==> src/rtl/jts16_memmap_if.sv <==
// 68000-side bus bundle for the jts16_memmap block: address/data/strobes in,
// DTACK and interrupt signalling back to the CPU.
interface jts16_memmap_if;
  logic [23:1] addr;
  logic [15:0] cpu_dout;
  logic [1:0]  cpu_dswn;
  logic        cpu_asn;
  logic [2:0]  cpu_fc;
  logic        edackn;
  logic        cpu_dtackn;
  logic [2:0]  cpu_ipln;
  logic        cpu_vpan;

  modport master (
    output addr, cpu_dout, cpu_dswn, cpu_asn, cpu_fc, edackn,
    input  cpu_dtackn, cpu_ipln, cpu_vpan
  );

  modport slave (
    input  addr, cpu_dout, cpu_dswn, cpu_asn, cpu_fc, edackn,
    output cpu_dtackn, cpu_ipln, cpu_vpan
  );
endinterface

==> src/rtl/jts16_memmap.sv <==
// Programmable S16B-style memory mapper: NREG decoded regions with wait states,
// DTACK generation, VBLANK interrupt and a FIFO main-to-sound command path.
module jts16_memmap #(
  parameter int NREG       = 8,
  parameter int FIFO_DEPTH = 4,
  parameter int IRQ_LVL    = 4
) (
  input  logic            clk,
  input  logic            rst_n,
  input  logic            i_cen,
  jts16_memmap_if.slave   bus,
  output logic [NREG-1:0] o_active,
  input  logic            i_vint,
  input  logic            i_snd_rd,
  output logic [7:0]      o_snd_dout,
  output logic            o_snd_obf,
  output logic            o_snd_full,
  input  logic [7:0]      i_st_addr,
  output logic [7:0]      o_st_dout
);
  localparam int RW   = $clog2(NREG) + 2;
  localparam int NMMR = 2**RW;
  localparam int PW   = $clog2(FIFO_DEPTH);
  localparam int CW   = PW + 1;

  logic [7:0]      r_mmr [NMMR];
  logic            r_written;
  logic [1:0]      r_cnt;
  logic            r_dtackn;
  logic            r_vint_d;
  logic            r_pend;
  logic [7:0]      r_fifo [FIFO_DEPTH];
  logic [PW-1:0]   r_wr;
  logic [PW-1:0]   r_rd;
  logic [CW-1:0]   r_fcnt;
  logic            r_ovf;
  logic            r_obf;
  logic            r_full;
  logic [7:0]      r_st_dout;

  logic [NREG-1:0] w_match;
  logic [NREG-1:0] w_active;
  logic [1:0]      w_wsel [NREG];
  logic [1:0]      w_wait;
  logic            w_iack;
  logic            w_we;
  logic [RW-1:0]   w_idx;
  logic            w_push;
  logic            w_pop;
  logic            w_push_ok;
  logic [CW-1:0]   w_fcnt_nx;
  logic [1:0]      w_cnt_nx;
  logic            w_dtack_ok;
  logic            w_unused_bits;

  function automatic logic f_match(input logic [7:0] hi, input logic [7:0] ctrl,
                                   input logic [7:0] base);
    case (ctrl[1:0])
      2'd0:    return hi[7:0] == base[7:0];
      2'd1:    return hi[7:1] == base[7:1];
      2'd2:    return hi[7:3] == base[7:3];
      default: return hi[7:5] == base[7:5];
    endcase
  endfunction

  // Region r owns control at {1,r,0} and base at {1,r,1}
  for (genvar g = 0; g < NREG; g++) begin : g_region
    assign w_match[g] = f_match(bus.addr[23:16], r_mmr[NMMR/2 + 2*g], r_mmr[NMMR/2 + 2*g + 1]);
    assign w_wsel[g]  = w_active[g] ? r_mmr[NMMR/2 + 2*g][3:2] : 2'd0;
  end

  assign w_iack   = (bus.cpu_fc == 3'd7);
  assign w_active = w_iack ? '0 : (w_match & (~w_match + NREG'(1)));
  assign o_active = w_active;

  always_comb begin
    w_wait = 2'd0;
    for (int r = 0; r < NREG; r++) w_wait = w_wait | w_wsel[r];
  end

  assign w_idx  = bus.addr[RW:1];
  assign w_we   = ~bus.cpu_asn & ~bus.cpu_dswn[0] & ~|w_active & ~w_iack & ~r_written;
  assign w_push = w_we & (w_idx == RW'(3));

  always_ff @(posedge clk or negedge rst_n) begin
    if (!rst_n) begin
      for (int i = 0; i < NMMR; i++) r_mmr[i] <= 8'd0;
      r_written <= 1'b0;
    end else begin
      if (w_we) r_mmr[w_idx] <= bus.cpu_dout[7:0];
      if (bus.cpu_asn)  r_written <= 1'b0;
      else if (w_we)    r_written <= 1'b1;
    end
  end

  // Sound FIFO: a pop frees a slot for a same-cycle push even when full
  assign w_pop     = i_snd_rd & (r_fcnt != '0);
  assign w_push_ok = w_push & ((r_fcnt != CW'(FIFO_DEPTH)) | w_pop);
  assign w_fcnt_nx = r_fcnt + CW'(w_push_ok) - CW'(w_pop);

  always_ff @(posedge clk or negedge rst_n) begin
    if (!rst_n) begin
      r_wr   <= '0;
      r_rd   <= '0;
      r_fcnt <= '0;
      r_ovf  <= 1'b0;
      r_obf  <= 1'b0;
      r_full <= 1'b0;
    end else begin
      if (w_push_ok) r_wr <= r_wr + PW'(1);
      if (w_pop)     r_rd <= r_rd + PW'(1);
      if (w_push & ~w_push_ok) r_ovf <= 1'b1;
      r_fcnt <= w_fcnt_nx;
      r_obf  <= (w_fcnt_nx != '0);
      r_full <= (w_fcnt_nx == CW'(FIFO_DEPTH));
    end
  end

  always_ff @(posedge clk) begin
    if (w_push_ok) r_fifo[r_wr] <= bus.cpu_dout[7:0];
  end

  assign o_snd_dout = (r_fcnt != '0) ? r_fifo[r_rd] : 8'd0;
  assign o_snd_obf  = r_obf;
  assign o_snd_full = r_full;

  // DTACK: count cen pulses while the strobe is low, release once wait is met
  assign w_cnt_nx   = (r_cnt == 2'd3) ? 2'd3 : r_cnt + 2'd1;
  assign w_dtack_ok = ({1'b0, w_cnt_nx} >= ({1'b0, w_wait} + 3'd1));

  always_ff @(posedge clk or negedge rst_n) begin
    if (!rst_n) begin
      r_cnt    <= 2'd0;
      r_dtackn <= 1'b1;
    end else if (bus.cpu_asn) begin
      r_cnt    <= 2'd0;
      r_dtackn <= 1'b1;
    end else if (!w_iack && i_cen) begin
      r_cnt <= w_cnt_nx;
      if (w_wait == 2'd3)  r_dtackn <= bus.edackn;
      else if (w_dtack_ok) r_dtackn <= 1'b0;
    end
  end

  assign bus.cpu_dtackn = r_dtackn;

  always_ff @(posedge clk or negedge rst_n) begin
    if (!rst_n) begin
      r_vint_d <= 1'b0;
      r_pend   <= 1'b0;
    end else begin
      r_vint_d <= i_vint;
      if (w_iack && !bus.cpu_asn)   r_pend <= 1'b0;
      else if (i_vint && !r_vint_d) r_pend <= 1'b1;
    end
  end

  assign bus.cpu_ipln = r_pend ? ~3'(IRQ_LVL) : 3'd7;
  assign bus.cpu_vpan = ~(w_iack & ~bus.cpu_asn);

  always_ff @(posedge clk or negedge rst_n) begin
    if (!rst_n)            r_st_dout <= 8'd0;
    else if (i_st_addr[7]) r_st_dout <= {r_ovf, 7'(r_fcnt)};
    else                   r_st_dout <= r_mmr[i_st_addr[RW-1:0]];
  end

  assign o_st_dout = r_st_dout;

  assign w_unused_bits = ^{bus.cpu_dout[15:8], bus.addr[15:RW+1], i_st_addr[6:RW]};
endmodule

==> src/flat_wrapper.sv <==
// flat-port wrapper written by rule: the top's interface ports become plain ports
module jts16_memmap_flat 
#(
  parameter int NREG       = 8,
  parameter int FIFO_DEPTH = 4,
  parameter int IRQ_LVL    = 4
)
  (clk, rst_n, i_cen, o_active, i_vint, i_snd_rd, o_snd_dout, o_snd_obf, o_snd_full, i_st_addr, o_st_dout, bus_addr, bus_cpu_dout, bus_cpu_dswn, bus_cpu_asn, bus_cpu_fc, bus_edackn, bus_cpu_dtackn, bus_cpu_ipln, bus_cpu_vpan);
  jts16_memmap_if bus_i ();
  input  logic clk;
  input  logic rst_n;
  input  logic i_cen;
  output logic [NREG-1:0] o_active;
  input  logic i_vint;
  input  logic i_snd_rd;
  output logic [7:0] o_snd_dout;
  output logic o_snd_obf;
  output logic o_snd_full;
  input  logic [7:0] i_st_addr;
  output logic [7:0] o_st_dout;
  input wire logic [$bits(bus_i.addr)-1:0] bus_addr;
  input wire logic [$bits(bus_i.cpu_dout)-1:0] bus_cpu_dout;
  input wire logic [$bits(bus_i.cpu_dswn)-1:0] bus_cpu_dswn;
  input wire logic [$bits(bus_i.cpu_asn)-1:0] bus_cpu_asn;
  input wire logic [$bits(bus_i.cpu_fc)-1:0] bus_cpu_fc;
  input wire logic [$bits(bus_i.edackn)-1:0] bus_edackn;
  output wire logic [$bits(bus_i.cpu_dtackn)-1:0] bus_cpu_dtackn;
  output wire logic [$bits(bus_i.cpu_ipln)-1:0] bus_cpu_ipln;
  output wire logic [$bits(bus_i.cpu_vpan)-1:0] bus_cpu_vpan;
  assign bus_i.addr = bus_addr;
  assign bus_i.cpu_dout = bus_cpu_dout;
  assign bus_i.cpu_dswn = bus_cpu_dswn;
  assign bus_i.cpu_asn = bus_cpu_asn;
  assign bus_i.cpu_fc = bus_cpu_fc;
  assign bus_i.edackn = bus_edackn;
  assign bus_cpu_dtackn = bus_i.cpu_dtackn;
  assign bus_cpu_ipln = bus_i.cpu_ipln;
  assign bus_cpu_vpan = bus_i.cpu_vpan;
  jts16_memmap #(.NREG(NREG), .FIFO_DEPTH(FIFO_DEPTH), .IRQ_LVL(IRQ_LVL)) u_core (.clk(clk), .rst_n(rst_n), .i_cen(i_cen), .bus(bus_i), .o_active(o_active), .i_vint(i_vint), .i_snd_rd(i_snd_rd), .o_snd_dout(o_snd_dout), .o_snd_obf(o_snd_obf), .o_snd_full(o_snd_full), .i_st_addr(i_st_addr), .o_st_dout(o_st_dout));
endmodule
==> config.mk <==
export PLATFORM = sky130hd
export DESIGN_NAME = jts16_memmap_flat
export DESIGN_NICKNAME = d
export VERILOG_FILES = /design/src/rtl/jts16_memmap_if.sv /design/src/rtl/jts16_memmap.sv /design/src/flat_wrapper.sv
export SDC_FILE = /design/constraint.sdc
export NUM_CORES = 1
export LEC_CHECK = 0
export CORE_AREA = 2 2 171 173
export DETAILED_ROUTE_END_ITERATION = 12
export DIE_AREA = 0 0 173 175
export PLACE_DENSITY = 0.78
export SYNTH_ARGS = -nofsm -noshare
export SYNTH_HDL_FRONTEND = slang
export SYNTH_SLANG_ARGS = --single-unit
==> constraint.sdc <==
create_clock -name clk -period 9.55 [get_ports clk]
set_input_delay 1.91 -clock clk [delete_from_list [all_inputs] [get_ports clk]]
set_output_delay 1.91 -clock clk [all_outputs]
set_load 0.01 [all_outputs]
# Yosys cells after proc, flatten, opt, wreduce, memory -nomap -nowiden
# Memory sizes are Yosys's and may differ from the RTL's.
# Index checks and enable logic that the tools add are counted.
dict set report classes {
  n_addsub 7
  bitwise_logic 27
  n_reduce_logical 24
  magnitude_cmp 4
  n_eq_ne 54
  n_mux 39
}
# op count
set op_table {}
lappend op_table {{$bwmux W256} 1}
lappend op_table {{$eq A8 B8 Y1} 8}
lappend op_table {{$eq A7 B7 Y1} 8}
lappend op_table {{$mux W8} 6}
lappend op_table {{$bmux W8 S5} 1}
lappend op_table {{$demux W8 S5} 1}
lappend op_table {{$eq A5 B5 Y1} 8}
lappend op_table {{$eq A3 B3 Y1} 8}
lappend op_table {{$pmux W1 S3} 8}
lappend op_table {{$mux W2} 11}
lappend op_table {{$eq A2 B2 Y1 const B} 10}
lappend op_table {{$eq A2 B1 Y1 const B} 8}
lappend op_table {{$logic_not A2 Y1} 8}
lappend op_table {{$or A2 B2 Y2} 7}
lappend op_table {{$ge A6 B6 Y1 const B} 2}
lappend op_table {{$not A5 Y6} 2}
lappend op_table {{$mux W1} 10}
lappend op_table {{$and A1 B1 Y1} 9}
lappend op_table {{$reduce_bool A3 Y1} 3}
lappend op_table {{$add A8 B1 Y8 const B} 1}
lappend op_table {{$and A8 B8 Y8} 1}
lappend op_table {{$not A8 Y8} 1}
lappend op_table {{$reduce_or A8 Y1} 1}
lappend op_table {{$add A2 B1 Y2 const B} 3}
lappend op_table {{15 further kinds} 29}
dict set report word_totals {
  ff_bits 280
  in_bits 59
  word_cells 200
  n_memories 1
  mem_bits_rw 32
}
# name depth width rd rd_clocked_by_memory_dff write_ports line
set memory_table {}
lappend memory_table {u_core.r_fifo 4 8 1 0 1 jts16_memmap.sv:32} ;# logic [7:0] r_fifo [FIFO_DEPTH];

# Depth between registers and ports, before layout
dict set report logic_depth {
  depth_word 20
  ltp_mapped 14
}

# Least setup slack after synthesis
# No wires, ideal clock.
dict set report synth_path {
  path_kind {input port to output port}
  startpoint {in bus_addr[15]}
  endpoint {out o_active[7]}
  arrival_ps 3618
  cell_stages 7
  path_slack_ps 4022
  path_buffers 1
  cell_sequence {buf_4 -> xnor2_1 -> o211a_1 -> o211ai_1 -> nand3_1 -> or3_1 -> nor4_1}
}
dict set report synth_via {
  elab_chain_len 6
  word_cells_on_any_way 20
  classes_between {add/sub: 1; eq/ne: 8; mux: 9; bitwise: 2}
}
# element line
set synth_rtl {}
lappend synth_rtl {{start, declared} flat_wrapper.sv:21} ;# input wire logic [$bits(bus_i.addr)-1:0] bus_addr;
lappend synth_rtl {{$eq A8 B8 Y1} jts16_memmap.sv:59} ;# 2'd0: return hi[7:0] == base[7:0];
lappend synth_rtl {{$pmux W1 S3} jts16_memmap.sv:58} ;# case (ctrl[1:0])
lappend synth_rtl {{$not A8 Y8} jts16_memmap.sv:73} ;# assign w_active = w_iack ? '0 : (w_match & (~w_match + NREG'(1)));
lappend synth_rtl {{$add A8 B1 Y8} jts16_memmap.sv:73}
lappend synth_rtl {{$and A8 B8 Y8 *} jts16_memmap.sv:73}
lappend synth_rtl {{$mux W8 *} jts16_memmap.sv:73}
lappend synth_rtl {{end, declared} flat_wrapper.sv:13} ;# output logic [NREG-1:0] o_active;
# Every way passes the cells marked *; elsewhere a longest branch is shown, timed or not.

# Worst setup path after layout
dict set report layout_path {
  startpoint {in bus_addr[18]}
  endpoint {out o_active[7]}
}
dict set report layout_via {
  elab_chain_len 6
  word_cells_on_any_way 36
  classes_between {add/sub: 1; eq/ne: 24; mux: 9; bitwise: 2}
}
# element line
set layout_rtl {}
lappend layout_rtl {{$eq A8 B8 Y1, or another cell as far along} jts16_memmap.sv:59}
lappend layout_rtl {{$pmux W1 S3} jts16_memmap.sv:58}
lappend layout_rtl {{$not A8 Y8} jts16_memmap.sv:73}
lappend layout_rtl {{$add A8 B1 Y8} jts16_memmap.sv:73}
lappend layout_rtl {{$and A8 B8 Y8 *} jts16_memmap.sv:73}
lappend layout_rtl {{$mux W8 *} jts16_memmap.sv:73}
# Marked as above.

==> impl_metrics.toml <==
[status]
status = "complete, no violations"

[route]
drtPass1Iterations = 5
postRouteAntennaNets = 0
wl_per_cell_um = 23.19
vias = 8860
drc = 0
wl_um = 33770
drt-vias-per-instance = 6.085
drt-initial-drc-count = 673

[timing]
clock.fmax_mhz = 142.8
period_minus_slack_ns = 7.000
tns_ns = 0
skew_ns = 0.01077
slew_viol_final = 0
final-setup-viol-count = 0
worst-slew-pin-transition_ns = 1.075
relSlewSlack_pct = 28.33
fin_crit_sh_pct = 73.30
layout_setup_ws_ns = 2.550
rsz0062_at_grt = "no"
hold_viol = 0

[cells_and_area]
multi_input_area_um2 = 6997
fillers = 2153
drive_gt1_share_pct = 40.47
seq_area_um2 = 7969
finalNetCount = 1115
area_growth_syn_to_layout_pct = 13.41

[power]
power.leakage_nw = 7.679
power_density_nw_per_um2 = 199.7
ir_drop_mv = 0.09969

[global_route]
gr-usage-all-layers_pct = 23.01
grt_overflow = 0
grt_pass1_wl_um = 53850
grt_antenna_before_repair = 3
grt_pass1_vias = 9273
grt_max_degree = 93

[floorplanning]
dieArea_um2 = 30280
coreArea_um2 = 28390
start_util_pct = 54.04
rows = 62
die_x_um = 173
dieHeight_um = 175
io-pin-count = 90

[yosys]
synthArstFlopShare_pct = 89.74
synth_cells = 1001
synth.area.top_cells = "dfrtp_1, mux2_2, mux4_2"
yosysWarnings = 0
syn_avg_cell_area_um2 = 15.33
synthFlopType = "dfrtp_1"
syn-cell-area_um2 = 15340
synth_edf_count = 32
yosys.area.top_type = "dfrtp_1"
yosys.area.top_type_share_pct = 45.50
synth_seq_area_share_pct = 51.94
yosysUniqueCellTypes = 55
ys_seq_elements = 312

[worst_setup_path]
crit_required_ns = 7.64
worst_ep_arrival_time_ns = 5.09
crit_path_end_kind = "output pin"
critPathMaxFanout = 8
path_class = "in -> out"
critical_path.slowest_cell = "clkdlybuf4s50_1"
max_stage_delay_ns = 0.83
path_cells = "clkdlybuf4s50_1 > xor2_1 > a211oi_1 > o211ai_1 > nand2_1 > or3_1 > nor4_1 > clkdlybuf4s50_1"
crit_top_cell = "clkdlybuf4s50_1"
start_kind = "input port"

[placement]
place_hpwl_um = 21960
io_buffers = 66
dp_slack_ns = 2.626
place.gp.congestion = 0.8404

[cts]
postCtsSetupBuffers = 0
insertion_delay_ns = 0.51
cts_htree_levels = 2
clockBufferDepth = 3
clock-sinks = 312
ctsHoldBuffers = 0
clock-root-buffer = "clkbuf_16"
clkSlewWorstSetupHoldPaths_ns = 0.06
cts_tree = "yes"
cts_made_buffers = 34
cts-resized-gates = 0

[hold_path]
hp-class = "reg -> reg"

[run]
max_cap_violations = 0
==> final timing paths <==
kind,start,to,slack [ns],cells after the start
min reg2reg,u_core.r_ovf,u_core.r_ovf,0.47,1
max in group asynchronous,rst_n,u_core.r_mmr[199],6.66,2
min,u_core.r_ovf,u_core.r_ovf,0.47,1
min in group asynchronous,rst_n,u_core.r_mmr[165],1.44,1
max,bus_addr[18],o_active[7],2.55,8
max reg2reg,u_core.r_mmr[35],u_core.o_snd_obf,5.95,12
==> layout make-up <==
cell class,count,area share (%)
multi-input combinational,599,40.21
antenna,2,0.02876
inverter,19,0.4099
tap,384,2.761
clock buffer,50,5.832
clock inverter,10,0.5896
timing repair buffer,80,4.372
sequential,312,45.80
==> worst max-delay path: cells and delay by family <==
kind / cells / cell delay (ns)
AOI/OAI and AO/OA: 2 / 0.66
xor gates and xnor gates: 1 / 0.25
buffers and inverters: 2 / 1.42
and+or+nand+nor: 3 / 0.85
==> per-layer routing <==
metal	wire length (um)	track usage [%]	vias to the layer above
met5	13	0	-
met4	665	5.650	2
met3	1707	4.265	41
met2	16290	37.32	222
met1	15090	32.55	4740
li1	-	-	3855
==> power breakdown <==
part           switching (mW)  total [mW]  internal (mW)
Sequential              0.109        1.59           1.48
Clock                   0.515        1.31          0.791
Combinational           0.252       0.579          0.327
==> cell families after synthesis <==
logic type,share of synthesized area [%]
AND/OR/NAND/NOR,6.018
other,0.02444
flip-flops,51.94
multiplexers,32.30
AO/OA/AOI/OAI,2.430
XOR/XNOR,3.939
adder cells (fa/ha/maj),0.8644
buffers and inverters,2.487
==> cells in the mapped netlist, drive strengths merged, types with 4 or more instances <==
cell and count:
xor2 23, nand4 17, clkbuf 46, nor4 17, a211oi 6, nor2b 15
nor3 9, xnor2 46, ha 9, edfxtp 32, mux4 88, dfrtp 279
o211ai 8, o21ai 6, mux2 257, and2 7, buf 26, nand2b 7
nand2 14, nand3 6, inv 19, nor2 14, o211a 4, mux2i 8
==> metrics by stage <==
step	hold WS (ns)	power, mW	cell area (um2)	std cells	util (%)
2_1_floorplan	0.4281	1.980	15350	1002	-
3_3_place_gp	0.4411	2.167	16280	1394	57.33
3_5_place_dp	0.4502	2.192	16280	1394	57.33
4_1_cts	0.4668	3.508	17400	1454	61.27
5_1_grt	0.4857	3.634	17400	1456	61.29
6_report	0.4702	3.475	17400	1456	61.29
==> state kept, by name, indices dropped and copies added, names as in the netlist, 2 cells and up <==
signal            flops
u_core.r_mmr        256
u_core.r_fifo        32
u_core.o_st_dout      8
u_core.r_fcnt         3
u_core.r_cnt          2
u_core.r_rd           2
u_core.r_wr           2
==> cell usage in the layout (no fill, tap or decap), drive strengths merged, types with 3 or more instances in the layout <==
master         synthesis  final
clkdlybuf4s50          0     62
nor4                  17     17
nand2                 14     14
edfxtp                32     32
nor3                   9      9
nor2b                 15     15
clkbuf                46     50
mux4                  88     88
and2                   7      7
a211oi                 6      6
mux2                 257    257
nand2b                 7      7
clkinv                 0      7
xnor2                 46     46
buf                   26     18
a41oi                  3      3
inv                   19     19
nand3                  6      6
o21ai                  6      6
mux2i                  8      8
and3                   3      3
xor2                  23     23
a41o                   3      3
nor2                  14     14
nand4                 17     17
ha                     9      9
dfrtp                279    279
o211a                  4      4
or2                    3      3
o211ai                 8      8
No activity file was read; power rests on OpenSTA's default activity.
